--- src/rtl/song_recorder_pkg.sv ---
// Shared constants for the free-play song recorder.
// Recorder state encodings, rest note code and field widths.
package song_recorder_pkg;

    localparam int OCTAVE_BITS = 3;
    localparam int NOTE_BITS   = 3;
    localparam int LENGTH_BITS = 3;

    typedef enum logic [1:0] {
        REC_IDLE  = 2'b00,
        REC_ARMED = 2'b01,
        REC_REC   = 2'b10,
        REC_DONE  = 2'b11
    } rec_state_t;

    localparam logic [NOTE_BITS-1:0] REST_NOTE = '0;

endpackage

--- src/rtl/song_recorder_track_ram.sv ---
// Track buffer: DEPTH x W storage, synchronous write, async read.
// Ports: clk, i_we/i_waddr/i_wdata write side, i_raddr/o_rdata read.
module track_ram #(
    parameter int DEPTH  = 64,
    parameter int ADDR_W = 6,
    parameter int W      = 9
) (
    input  logic              clk,
    input  logic              i_we,
    input  logic [ADDR_W-1:0] i_waddr,
    input  logic [W-1:0]      i_wdata,
    input  logic [ADDR_W-1:0] i_raddr,
    output logic [W-1:0]      o_rdata
);

    logic [W-1:0] r_mem [DEPTH];

    always_ff @(posedge clk) begin
        if (i_we) r_mem[i_waddr] <= i_wdata;
    end

    assign o_rdata = r_mem[i_raddr];

endmodule

--- src/rtl/song_recorder.sv ---
// Records (octave, note, length) events plus inserted rests into a
// track buffer and replays them through a masked async read port.
// Ports: clk, rst_n, en, start/stop/clear pulses, note_valid with
// octave_in/note_in/length_in, beat_tick, rd_addr -> rd_* fields,
// status track, state, recording, full, overflow.
module song_recorder
    import song_recorder_pkg::*;
#(
    parameter int OCTAVE_W   = OCTAVE_BITS,
    parameter int NOTE_W     = NOTE_BITS,
    parameter int LENGTH_W   = LENGTH_BITS,
    parameter int DEPTH      = 64,
    parameter int ADDR_W     = 6,
    parameter int REST_TICKS = 8,
    parameter logic [OCTAVE_W-1:0] REST_OCT = 3'b100,
    parameter logic [LENGTH_W-1:0] REST_LEN = 3'd2
) (
    input  logic                clk,
    input  logic                rst_n,
    input  logic                en,
    input  logic                start,
    input  logic                stop,
    input  logic                clear,
    input  logic                note_valid,
    input  logic [OCTAVE_W-1:0] octave_in,
    input  logic [NOTE_W-1:0]   note_in,
    input  logic [LENGTH_W-1:0] length_in,
    input  logic                beat_tick,
    input  logic [ADDR_W-1:0]   rd_addr,
    output logic [OCTAVE_W-1:0] rd_octave,
    output logic [NOTE_W-1:0]   rd_note,
    output logic [LENGTH_W-1:0] rd_length,
    output logic [ADDR_W:0]     track,
    output logic [1:0]          state,
    output logic                recording,
    output logic                full,
    output logic                overflow
);

    localparam int ENTRY_W = OCTAVE_W + NOTE_W + LENGTH_W;
    localparam int CNT_W   = (REST_TICKS > 1) ? $clog2(REST_TICKS) : 1;
    localparam logic [CNT_W-1:0] REST_LAST = CNT_W'(REST_TICKS - 1);
    localparam logic [ADDR_W:0]  TRACK_MAX = (ADDR_W+1)'(DEPTH);

    rec_state_t         r_state;
    rec_state_t         w_next;
    logic [ADDR_W:0]    r_track;
    logic [CNT_W-1:0]   r_cnt;
    logic               r_ovf;

    logic               w_full;
    logic               w_active;
    logic               w_note_acc;
    logic               w_tick_rec;
    logic               w_rest_due;
    logic               w_wr_req;
    logic               w_we;
    logic [ENTRY_W-1:0] w_wdata;
    logic [ENTRY_W-1:0] w_rdata;
    logic               w_rd_hit;

    assign w_full     = (r_track == TRACK_MAX);
    assign w_active   = en & ~clear;
    assign w_note_acc = w_active & note_valid
                      & (note_in != REST_NOTE)
                      & ((r_state == REC_ARMED) | (r_state == REC_REC));
    assign w_tick_rec = w_active & beat_tick & (r_state == REC_REC);
    // A note in the same cycle as a due rest wins; the rest is dropped.
    assign w_rest_due = w_tick_rec & (r_cnt == REST_LAST) & ~w_note_acc;
    assign w_wr_req   = w_note_acc | w_rest_due;
    assign w_we       = w_wr_req & ~w_full;
    assign w_wdata    = w_note_acc ? {octave_in, note_in, length_in}
                                   : {REST_OCT, REST_NOTE, REST_LEN};

    track_ram #(
        .DEPTH  (DEPTH),
        .ADDR_W (ADDR_W),
        .W      (ENTRY_W)
    ) u_ram (
        .clk     (clk),
        .i_we    (w_we),
        .i_waddr (r_track[ADDR_W-1:0]),
        .i_wdata (w_wdata),
        .i_raddr (rd_addr),
        .o_rdata (w_rdata)
    );

    // State register
    always_ff @(posedge clk or negedge rst_n) begin
        if (!rst_n) r_state <= REC_IDLE;
        else        r_state <= w_next;
    end

    // Next-state logic
    always_comb begin
        w_next = r_state;
        if (clear) begin
            w_next = (en & start) ? REC_ARMED : REC_IDLE;
        end else if (!en) begin
            w_next = REC_IDLE;
        end else begin
            unique case (r_state)
                REC_IDLE:  if (start) w_next = REC_ARMED;
                REC_ARMED: begin
                    if (stop)      w_next = REC_DONE;
                    else if (w_we) w_next = REC_REC;
                end
                REC_REC:   if (stop)  w_next = REC_DONE;
                REC_DONE:  if (start) w_next = REC_ARMED;
                default:   w_next = REC_IDLE;
            endcase
        end
    end

    // Track length, overflow flag and silence counter
    always_ff @(posedge clk or negedge rst_n) begin
        if (!rst_n) begin
            r_track <= '0;
            r_ovf   <= 1'b0;
            r_cnt   <= '0;
        end else begin
            if (clear)     r_track <= '0;
            else if (w_we) r_track <= r_track + 1'b1;

            if (clear)                    r_ovf <= 1'b0;
            else if (w_wr_req & w_full)   r_ovf <= 1'b1;

            if (clear | ~en)      r_cnt <= '0;
            else if (w_note_acc)  r_cnt <= '0;
            else if (w_tick_rec)  r_cnt <= (r_cnt == REST_LAST) ? '0
                                         : r_cnt + 1'b1;
        end
    end

    // Outputs
    always_comb begin
        state     = r_state;
        recording = (r_state == REC_REC);
        full      = w_full;
        track     = r_track;
        overflow  = r_ovf;
    end

    // Unwritten slots read as a silent entry, never stale RAM data.
    assign w_rd_hit = ({1'b0, rd_addr} < r_track);
    assign {rd_octave, rd_note, rd_length} = w_rd_hit ? w_rdata
        : {REST_OCT, REST_NOTE, {LENGTH_W{1'b0}}};

endmodule

--- config.mk ---
export PLATFORM = sky130hd
export DESIGN_NAME = song_recorder
export DESIGN_NICKNAME = d
export VERILOG_FILES = /design/src/rtl/song_recorder_pkg.sv /design/src/rtl/song_recorder_track_ram.sv /design/src/rtl/song_recorder.sv
export SDC_FILE = /design/constraint.sdc
export NUM_CORES = 1
export LEC_CHECK = 0
export ABC_AREA = 1
export BUFFER_PORTS_ARGS = -buffer_cell sky130_fd_sc_hd__buf_2
export CAP_MARGIN = 20
export CORE_ASPECT_RATIO = 0.75
export CORE_MARGIN = 4
export CORE_UTILIZATION = 60
export CTS_BUF_LIST = sky130_fd_sc_hd__clkbuf_8
export CTS_CLUSTER_DIAMETER = 30
export CTS_CLUSTER_SIZE = 12
export DETAILED_ROUTE_END_ITERATION = 12
export HOLD_SLACK_MARGIN = 0.08
export PLACE_DENSITY = 0.79
export SETUP_SLACK_MARGIN = 0.02
export SYNTH_ARGS = -nofsm -noshare
export SYNTH_HDL_FRONTEND = slang
export SYNTH_SLANG_ARGS = --single-unit
export TNS_END_PERCENT = 1
--- constraint.sdc ---
create_clock -name clk -period 5 [get_ports clk]
set_input_delay 0.5 -clock clk [delete_from_list [all_inputs] [get_ports clk]]
set_output_delay 0.5 -clock clk [all_outputs]
set_load 0.05 [all_outputs]
-- Word level (Yosys, flattened, before mapping)
Memories as Yosys holds them, arrays and structs flattened.
Cells that the tools add are included.
- reductions and logical operators: 7
- order comparisons: 1
- multiply operators: 0
- divide/modulo/power cells: 0
- mux-type cells: 20
- shift-type cells: 0
- $add $sub $neg: 2
- bitwise operators: 18
- equality and inequality tests: 8
- operator list (kind ; count):
    two-way mux 9 bit ; 2
    two-way mux 7 bit ; 2
    two-way mux 2 bit ; 6
    two-way mux 3 bit ; 4
    AND 1 bit ; 11
    adder 7 x 1 -> 7 bit, second input constant ; 1
    == test 7 bit, second input constant ; 1
    < comparator 6 x 7 -> 1 bit ; 1
    one-hot mux 2 bit (3 select lines) ; 1
    nonzero test 3 bit ; 2
    two-way mux 1 bit ; 5
    != test 5 x 4 -> 1 bit, second input constant ; 1
    == test 2 bit, second input constant ; 2
    != test 4 x 2 -> 1 bit, second input constant ; 1
    != test 4 bit, second input constant ; 1
    inverter 1 bit ; 4
    nonzero test 2 bit ; 2
    adder 3 x 1 -> 3 bit, second input constant ; 1
    == test 3 bit, second input constant ; 1
    OR 1 bit ; 3
    AND reduction 3 bit ; 1
    == test 2 x 1 -> 1 bit, second input constant ; 1
    zero test 2 bit ; 1
    OR reduction 2 bit ; 1
- word-level logic and storage cells: 61
- bits in read-only memories: 0
- RAM bits: 576
- register bits: 13
- latch bits: 0
- output and inout bits: 21
- memories kept: 1
- memory list (memory ; words ; bits a word ; read ports ; clocked after Yosys merged registers in ; wr ports ; line ; RTL):
    u_ram.r_mem ; 64 ; 9 ; 1 ; 0 ; 1 ; song_recorder_track_ram.sv:16 ; logic [W-1:0] r_mem [DEPTH];

-- Longest topological paths before layout
Gate-level depths: netlist of the first run.
- word-level depth: 14
- mapped depth: 11
- gate-level depth less buffers: 11

-- Modules after synthesis
A second synthesis of the first run with hierarchy kept.
- cells, all modules: 2166
- area total of the unflattened synthesis: 24706.2 µm²
- by module, submodules not included (module ; area each (µm²) ; cells an instance ; instances ; seq. area each (µm²)):
    track_ram ; 23618.9 ; 2007 ; 1 ; 17296.6
    song_recorder ; 1087.3 ; 159 ; 1 ; 325.3

-- Least setup slack after synthesis of the first run
No wires, ideal clock.
- kind: flip-flop to flip-flop
- start: register r_state[0] (netlist: state[0])
- end: memory u_ram.r_mem[0][3], data pin
- arrival: 2968 ps
- setup time: 499 ps
- period minus slack after synthesis: 3467 ps
- path buffers: 1
- cell stages (with the launch flop): 7
- slack: 1533 ps
- path through: dfrtp_1 -> inv_1 -> ha_1 -> nor2_2 -> nand3_1 -> buf_2 -> nor2_1
- longest elaborated chain between the ends: 4
- elaborated cells on any way between the ends: 5
- ends and longest elaborated chain (item ; line ; RTL):
    from (decl) ; song_recorder.sv:45 ; rec_state_t r_state;
    from (signal assigned) ; song_recorder.sv:91 ; else r_state <= w_next;
    == test 2 x 1 -> 1 bit or == test 2 bit (tied branches) ; song_recorder.sv:66 ; & ((r_state == REC_ARMED) | (r_state == REC_REC));
    OR 1 bit (*) ; song_recorder.sv:66 ;
    AND 1 bit (*) ; song_recorder.sv:66 ;
    two-way mux 9 bit (*) ; song_recorder.sv:72 ; assign w_wdata = w_note_acc ? {octave_in, note_in, length_in}
    net u_ram.i_wdata[3] ; song_recorder_track_ram.sv:11 ; input logic [W-1:0] i_wdata,
    to (decl) ; song_recorder_track_ram.sv:16 ;
The timed path passes the listed nets; every way through them passes the cells marked *.

-- Final worst setup path of the first run
- start: input port rd_addr[0]
- end: output port rd_note[2]
- longest elaborated chain between the ends: 2
- elaborated cells on any way between the ends: 3
- ends and longest elaborated chain (item ; line ; RTL):
    from (decl) ; song_recorder.sv:29 ; input logic [ADDR_W-1:0] rd_addr,
    memory (64 x 9 bit) or < comparator 6 x 7 -> 1 bit (tied branches) ; -- ;
    two-way mux 9 bit (*) ; song_recorder.sv:146 ; assign {rd_octave, rd_note, rd_length} = w_rd_hit ? w_rdata
    to (decl) ; song_recorder.sv:31 ; output logic [NOTE_W-1:0] rd_note,
Mark *: on every way between the ends. The rest lies on a longest branch, timed or not.

==> results.sh, run 1 <==
export IMPL_finalSetupTns_ps=0
export IMPL_worstSkewPairLatency_ps=680
export IMPL_avgViaCountPerCell=6.19
export IMPL_synth_distinct_cells=36
export IMPL_end_kind="primary output"
export IMPL_num_rows=63
export IMPL_cap_violations=0
export IMPL_seq_area_um2=17600
export IMPL_p_leak_uw=0.00990
export IMPL_wl_per_cell_um=22.4
export IMPL_post_route_period_util_pct=79.1
export IMPL_critical_path_arrival_ps=3460
export IMPL_p_sw_share_pct=23.8
export IMPL_grt_usage_pct=27.6
export IMPL_p_comb_share_pct=5.8
export IMPL_synth_fp_nets=2137
export IMPL_setup_violations=0
export IMPL_ios=44
export IMPL_worstPathRequired_ps=4500
export IMPL_postSynthCellCount=2102
export IMPL_outcome="complete, no violations"
export IMPL_fin_worst_skew_ps=49.1
export IMPL_syn_area_um2=24500
export IMPL_critPathKind="primary input to primary output"
export IMPL_worst_slew_margin_rel_pct=32.5
export IMPL_firstDrtPassIters=6
export IMPL_switchingPower_uw=2410
export IMPL_yosys_warnings=0
export IMPL_crit_fanout=118
export IMPL_final_area_um2=27000
export IMPL_cts_resized_gates=0
export IMPL_fin_nets=2175
export IMPL_clockBufferDepth=3
export IMPL_root_buffer="clkbuf_8"
export IMPL_cts_tree="yes"
export IMPL_grt_pass1_vias=15900
export IMPL_vdd_drop_max_mv=0.276
export IMPL_antenna_found_initial=0
export IMPL_drt_iter0_markers=2545
export IMPL_start_util_pct=61.3
export IMPL_fp_dieH_um=183
export IMPL_power_frac_seq_pct=53.2
export IMPL_drc_errors=0
export IMPL_critPathLaunchType="primary input"
export IMPL_rsz0062_at_grt="false"
export IMPL_die_area_um2=44100
export IMPL_drt_total_wl_mm=61.1
export IMPL_cts_sinks=589
export IMPL_cts_buffers=81
export IMPL_clkTransAtPathRegs_ps=80
export IMPL_ant_nets=0
export IMPL_grt_ovfl_total=0
export IMPL_hpwl_mm=35.6
export IMPL_fmax_ghz=0.253
export IMPL_clkPwrFrac_pct=41.0
export IMPL_ys_seq_area_share_pct=72.0
export IMPL_power_density_nw_per_um2=374
export IMPL_slew_viol_final=0
export IMPL_tightestPinTransition_ps=1010
export IMPL_ys_ff_latch=589
export IMPL_chipWidth_um=241
export IMPL_finalHoldViolations=0
export IMPL_drive_gt1_share_pct=11.3
export IMPL_diodes=0
export IMPL_place_area_um2=25100
export IMPL_hp_class="primary input to flip-flop"
export IMPL_avgSynthCellArea_um2=11.6
export IMPL_area_growth_pct=10.6
export IMPL_routabilityCongestion=0.959
export IMPL_grt_first_pass_wirelength_mm=92.5
export IMPL_fillers=2745
export IMPL_cts_max_level=3
export IMPL_multiInputGateArea_um2=6140
export IMPL_r2r_setup_slack_ps=1670
export IMPL_period_minus_slack_ps=3960
export IMPL_route_vias_total=16900
export IMPL_port_buffer_count=43
export IMPL_grt_max_degree=119
export IMPL_core_um2=39900
export IMPL_p_int_uw=7700
cell usage after synthesis:
library cell / n / area share (%)
o21ai_0: 3 / 0.061
nand4_1: 1 / 0.026
buf_2: 53 / 1.1
nand2_2: 2 / 0.051
nor2_8: 1 / 0.082
o21bai_1: 1 / 0.031
a31oi_1: 1 / 0.026
nand3_1: 531 / 11
a21oi_1: 18 / 0.37
ha_1: 12 / 0.61
clkinv_1: 3 / 0.046
nand2_1: 684 / 10
buf_1: 14 / 0.21
dfrtp_1: 13 / 1.3
o21ai_1: 1 / 0.020
nor2_2: 4 / 0.10
nand4_4: 2 / 0.17
nor3_1: 2 / 0.041
nor2_1: 80 / 1.2
nand2_4: 2 / 0.092
nand3_2: 2 / 0.082
buf_6: 1 / 0.046
buf_4: 24 / 0.74
inv_2: 9 / 0.14
nor3_2: 2 / 0.082
o21ai_2: 1 / 0.036
edfxtp_1: 576 / 71
nand3_4: 3 / 0.21
nand4_2: 1 / 0.051
or2_2: 2 / 0.051
o211ai_2: 1 / 0.051
a21oi_2: 1 / 0.036
nor4_1: 1 / 0.026
clkbuf_1: 29 / 0.45
inv_4: 1 / 0.026
inv_1: 20 / 0.31
layout by cell type, fill, tap and decap left out, types with 7 or more instances in the layout:
cell type / n
inv_6: 9
a21oi_1: 18
nand2_1: 684
edfxtp_1: 576
clkinv_4: 7
buf_2: 41
bufinv_16: 10
nor2_1: 73
nand3_1: 531
clkinvlp_4: 15
buf_12: 10
inv_1: 26
nor2_4: 7
clkinv_1: 11
clkbuf_8: 86
buf_4: 19
ha_1: 12
inv_2: 7
dfrtp_1: 13
logic make-up (layout without fill, tap and decap cells):
family / after synthesis / count (layout) / share of synthesized area (%)
AOI/OAI and AO/OA: 27 / 27 / 0.629
adders and majority gates: 12 / 12 / 0.614
buffers and inverters: 154 / 258 / 3.04
DFF: 589 / 589 / 72.0
and+or+nand+nor: 1320 / 1320 / 23.7
metrics by stage:
step | util [%] | hold WS, ps | total power, uW | cells | worst slack (ps)
final | 67.8 | 148 | 10100 | 2726 | 1040
after detailed placement | 62.9 | 405 | 6050 | 2570 | 1250
after global routing | 67.8 | 170 | 10400 | 2726 | 1000
after floorplan | - | 204 | 5870 | 2102 | 1530
after global placement | 62.9 | 404 | 6040 | 2570 | 1290
after CTS | 67.5 | 110 | 10100 | 2721 | 1250
layer usage:
| metal | share of wire [%] | wire length [um] | global-route usage, % |
|---|---|---|---|
| met1 | 39 | 24000 | 40.6 |
| met2 | 45 | 27800 | 41.0 |
| met3 | 12 | 7450 | 6.95 |
| met4 | 3.0 | 1850 | 9.27 |
| met5 | 0 | 0 | 0 |
layout make-up:
| type | instances | area share, % |
|---|---|---|
| Clock buffer | 85 | 4.33 |
| Clock inverter | 64 | 2.48 |
| Inverter | 33 | 0.504 |
| Multi-Input combinational cell | 1359 | 22.7 |
| Sequential cell | 589 | 65.2 |
| Tap cell | 520 | 2.41 |
| Timing Repair Buffer | 76 | 2.40 |
power by group through the flow:
stage	registers (uW)	logic (uW)	clock network [uW]
floorplan	5490	377	0
global placement	5480	556	0
detailed placement	5480	567	0
CTS	5370	570	4180
global route	5370	632	4400
finish	5370	585	4150
state kept, by name, indices dropped and copies added (netlist names):
| register | cells |
|---|---|
| track | 7 |
| state | 2 |
| u_ram.r_mem | 576 |
| r_cnt | 3 |
| overflow | 1 |
final timing paths:
check	to	from	depth (start not counted)
setup / recovery	rd_note[2]	rd_addr[0]	12
hold / removal	state[0]	start	3
setup reg to reg	u_ram.r_mem[21][6]	state[0]	10
hold reg to reg	overflow	overflow	2
max in group asynchronous	r_cnt[1]	rst_n	2
min in group asynchronous	state[0]	rst_n	2
critical path, stage by stage:
cell and delay, ps:
clkbuf_8 310, inv_8 540, buf_12 350, nand2_1 170, nand3_1 130, nand3_1 110, nand3_1 190, nand2_1 70
nand2_1 60, nand3_1 70, a21oi_1 310, buf_2 350
what timing repair did:
item / in CTS / in global routing
hold buffers: 2 / 0
hold endpoints to repair: 15 / 0
setup buffers: 0 / 0
No activity file was read; power rests on OpenSTA's default activity.
==> run 2, diff against run 1 <==
--- a/config.mk
+++ b/config.mk
@@ -10,13 +10,13 @@
 export CAP_MARGIN = 20
 export CORE_ASPECT_RATIO = 0.75
 export CORE_MARGIN = 4
-export CORE_UTILIZATION = 60
+export CORE_UTILIZATION = 59
 export CTS_BUF_LIST = sky130_fd_sc_hd__clkbuf_8
 export CTS_CLUSTER_DIAMETER = 30
 export CTS_CLUSTER_SIZE = 12
 export DETAILED_ROUTE_END_ITERATION = 12
 export HOLD_SLACK_MARGIN = 0.08
-export PLACE_DENSITY = 0.79
+export PLACE_DENSITY = 0.81
 export SETUP_SLACK_MARGIN = 0.02
 export SYNTH_ARGS = -nofsm -noshare
 export SYNTH_HDL_FRONTEND = slang
==> constraint.sdc (replaced) <==
create_clock -name clk -period 3.5 [get_ports clk]
set_input_delay 0.35 -clock clk [delete_from_list [all_inputs] [get_ports clk]]
set_output_delay 0.35 -clock clk [all_outputs]
set_load 0.05 [all_outputs]
==> run 2 against run 1 <==
Net effect: combinational power grew 52%; wire length grew 5.7%; total power grew 46%; global-route usage grew 1.1 points; via count grew 3.6%; clock skew shrank 22 ps; die area grew 1.6%; critical path depth shrank 4; critical endpoint is now rd_note[0]; worst setup slack lost 920 ps; final cell count grew 3.5%; largest power group unchanged.
==> results.sh, run 2 (synthesized netlist as in run 1, its figures left out) <==
export IMPL_outcome="complete, no violations"
export IMPL_worst_slew_margin_rel_pct=35.9
export IMPL_root_buffer="clkbuf_8"
export IMPL_slew_viol_final=0
export IMPL_cts_max_level=3
export IMPL_drt_total_wl_mm=64.6
export IMPL_ant_nets=0
export IMPL_p_int_uw=11200
export IMPL_grt_pass1_vias=17300
export IMPL_fin_nets=2261
export IMPL_r2r_cells=9
export IMPL_rr_startpoint="state[0]"
export IMPL_num_rows=64
export IMPL_finalSetupTns_ps=0
export IMPL_grt_usage_pct=28.7
export IMPL_worstSetupStartpoint="track[2]"
export IMPL_cts_sinks=589
export IMPL_fmax_ghz=0.296
export IMPL_grt_max_degree=91
export IMPL_endpoint="rd_note[0]"
export IMPL_fp_dieH_um=184
export IMPL_area_growth_pct=14.0
export IMPL_power_uw=14700
export IMPL_fin_worst_skew_ps=27.0
export IMPL_drc_errors=0
export IMPL_critical_path_arrival_ps=3030
export IMPL_cts_tree="yes"
export IMPL_worstSkewPairLatency_ps=670
export IMPL_reg2reg_to="u_ram.r_mem[28][4]"
export IMPL_largest_reg_flops=576
export IMPL_hp_class="primary input to async pin"
export IMPL_rsz0062_at_grt="false"
export IMPL_chipWidth_um=243
export IMPL_p_sw_share_pct=24.1
export IMPL_hpwl_mm=38.5
export IMPL_end_kind="primary output"
export IMPL_grt_ovfl_total=0
export IMPL_port_buffer_count=43
export IMPL_grt_first_pass_wirelength_mm=98.4
export IMPL_antenna_found_initial=0
export IMPL_setup_violations=0
export IMPL_die_area_um2=44800
export IMPL_regMostFlops="u_ram.r_mem"
export IMPL_tightestPinTransition_ps=959
export IMPL_power_frac_seq_pct=52.1
export IMPL_layout_common_cells="nand2_1 (684), edfxtp_1 (576), nand3_1 (531), buf_4 (90), clkbuf_8 (88)"
export IMPL_switchingPower_uw=3550
export IMPL_finalHoldViolations=0
export IMPL_firstDrtPassIters=6
export IMPL_power_density_nw_per_um2=529
export IMPL_routabilityCongestion=0.888
export IMPL_drive_gt1_share_pct=14.6
export IMPL_drt_iter0_markers=2630
export IMPL_crit_fanout=10
export IMPL_critPathKind="flip-flop to primary output"
export IMPL_critPathLaunchType="flip-flop"
export IMPL_r2r_setup_slack_ps=550
export IMPL_cap_violations=0
export IMPL_cts_buffers=85
export IMPL_vdd_drop_max_mv=0.364
export IMPL_wl_per_cell_um=22.9
export IMPL_period_minus_slack_ps=3380
export IMPL_route_vias_total=17500
export IMPL_diodes=0
export IMPL_start_util_pct=59.9
export IMPL_clockBufferDepth=3
export IMPL_p_comb_share_pct=6.1
export IMPL_core_um2=40800
export IMPL_layout_commonest_cell="nand2_1"
export IMPL_clkTransAtPathRegs_ps=70
export IMPL_clkPwrFrac_pct=41.9
export IMPL_avgViaCountPerCell=6.19
export IMPL_post_route_period_util_pct=96.5
export IMPL_worstPathRequired_ps=3150
export IMPL_ios=44
export IMPL_p_leak_uw=0.0104
[run 2: changes by cell type in the layout (fill, tap and decap cells not counted), sizes merged]
cell         previous run  this run
buf                    73       149
clkbuf                 86        88
clkinvlp               15        10
dlygate4sd3             2         8
bufinv                 10        11
clkinv                 24        31
inv                    48        49
[run 2: stage by stage]
stage	hold slack (ps)	util, %	area (um2)	setup slack, ps	std cells
2_1_floorplan	54.4	-	24500	32.9	2102
3_3_place_gp	250	63.3	25900	629	2659
3_5_place_dp	257	63.3	25900	616	2659
4_1_cts	81.3	68.3	27900	30.8	2822
5_1_grt	129	68.3	27900	25.3	2822
6_report	117	68.3	27900	121	2822
[run 2: layout make-up]
type,count,area [um2]
fill,2675,13000
multi-input combinational,1359,6140
timing repair buffer,158,1380
sequential,589,17600
clock buffer,87,1200
tap,528,661
clock inverter,68,732
inverter,33,139
[run 2: timing repair]
action                                 CTS  global route
setup endpoints to repair                0             3
buffers inserted                         0             0
hold buffers                             8             0
endpoints found under the hold margin   26             0
gates resized for setup                  0             3
[run 2: how the worst min path moves through the flow]
stage | to | cells past startpoint
after global placement | track[5] | 1
after floorplan | overflow | 0
after detailed placement | track[4] | 1
after global routing | state[0] | 2
after CTS | state[0] | 2
final | state[0] | 2
[run 2: metal layers]
metal  GRT usage (%)  wire length (um)  vias to the layer above  share of wire, %
met4            11.3              2390                        0               3.7
met5               0                 0                        -                 0
met1            39.6             24500                     8355                38
met3            7.08              7890                      192                12
li1                -                 -                     7668                 -
met2            45.0             29800                     1265                46
[run 2: worst max-delay path: stages (launching register included)]
cell and delay, ps:
dfrtp_1 500, inv_4 150, ha_1 340, a21oi_1 180, nand2_1 90, a21oi_2 300
inv_2 170, a21oi_1 310, buf_2 330
[run 2: power by group through the flow]
stage / sequential [uW] / combinational, uW / clock (uW)
global placement: 7830 / 830 / 0
floorplan: 7840 / 537 / 0
detailed placement: 7830 / 856 / 0
CTS: 7680 / 873 / 6210
global route: 7670 / 955 / 6550
finish: 7680 / 892 / 6170
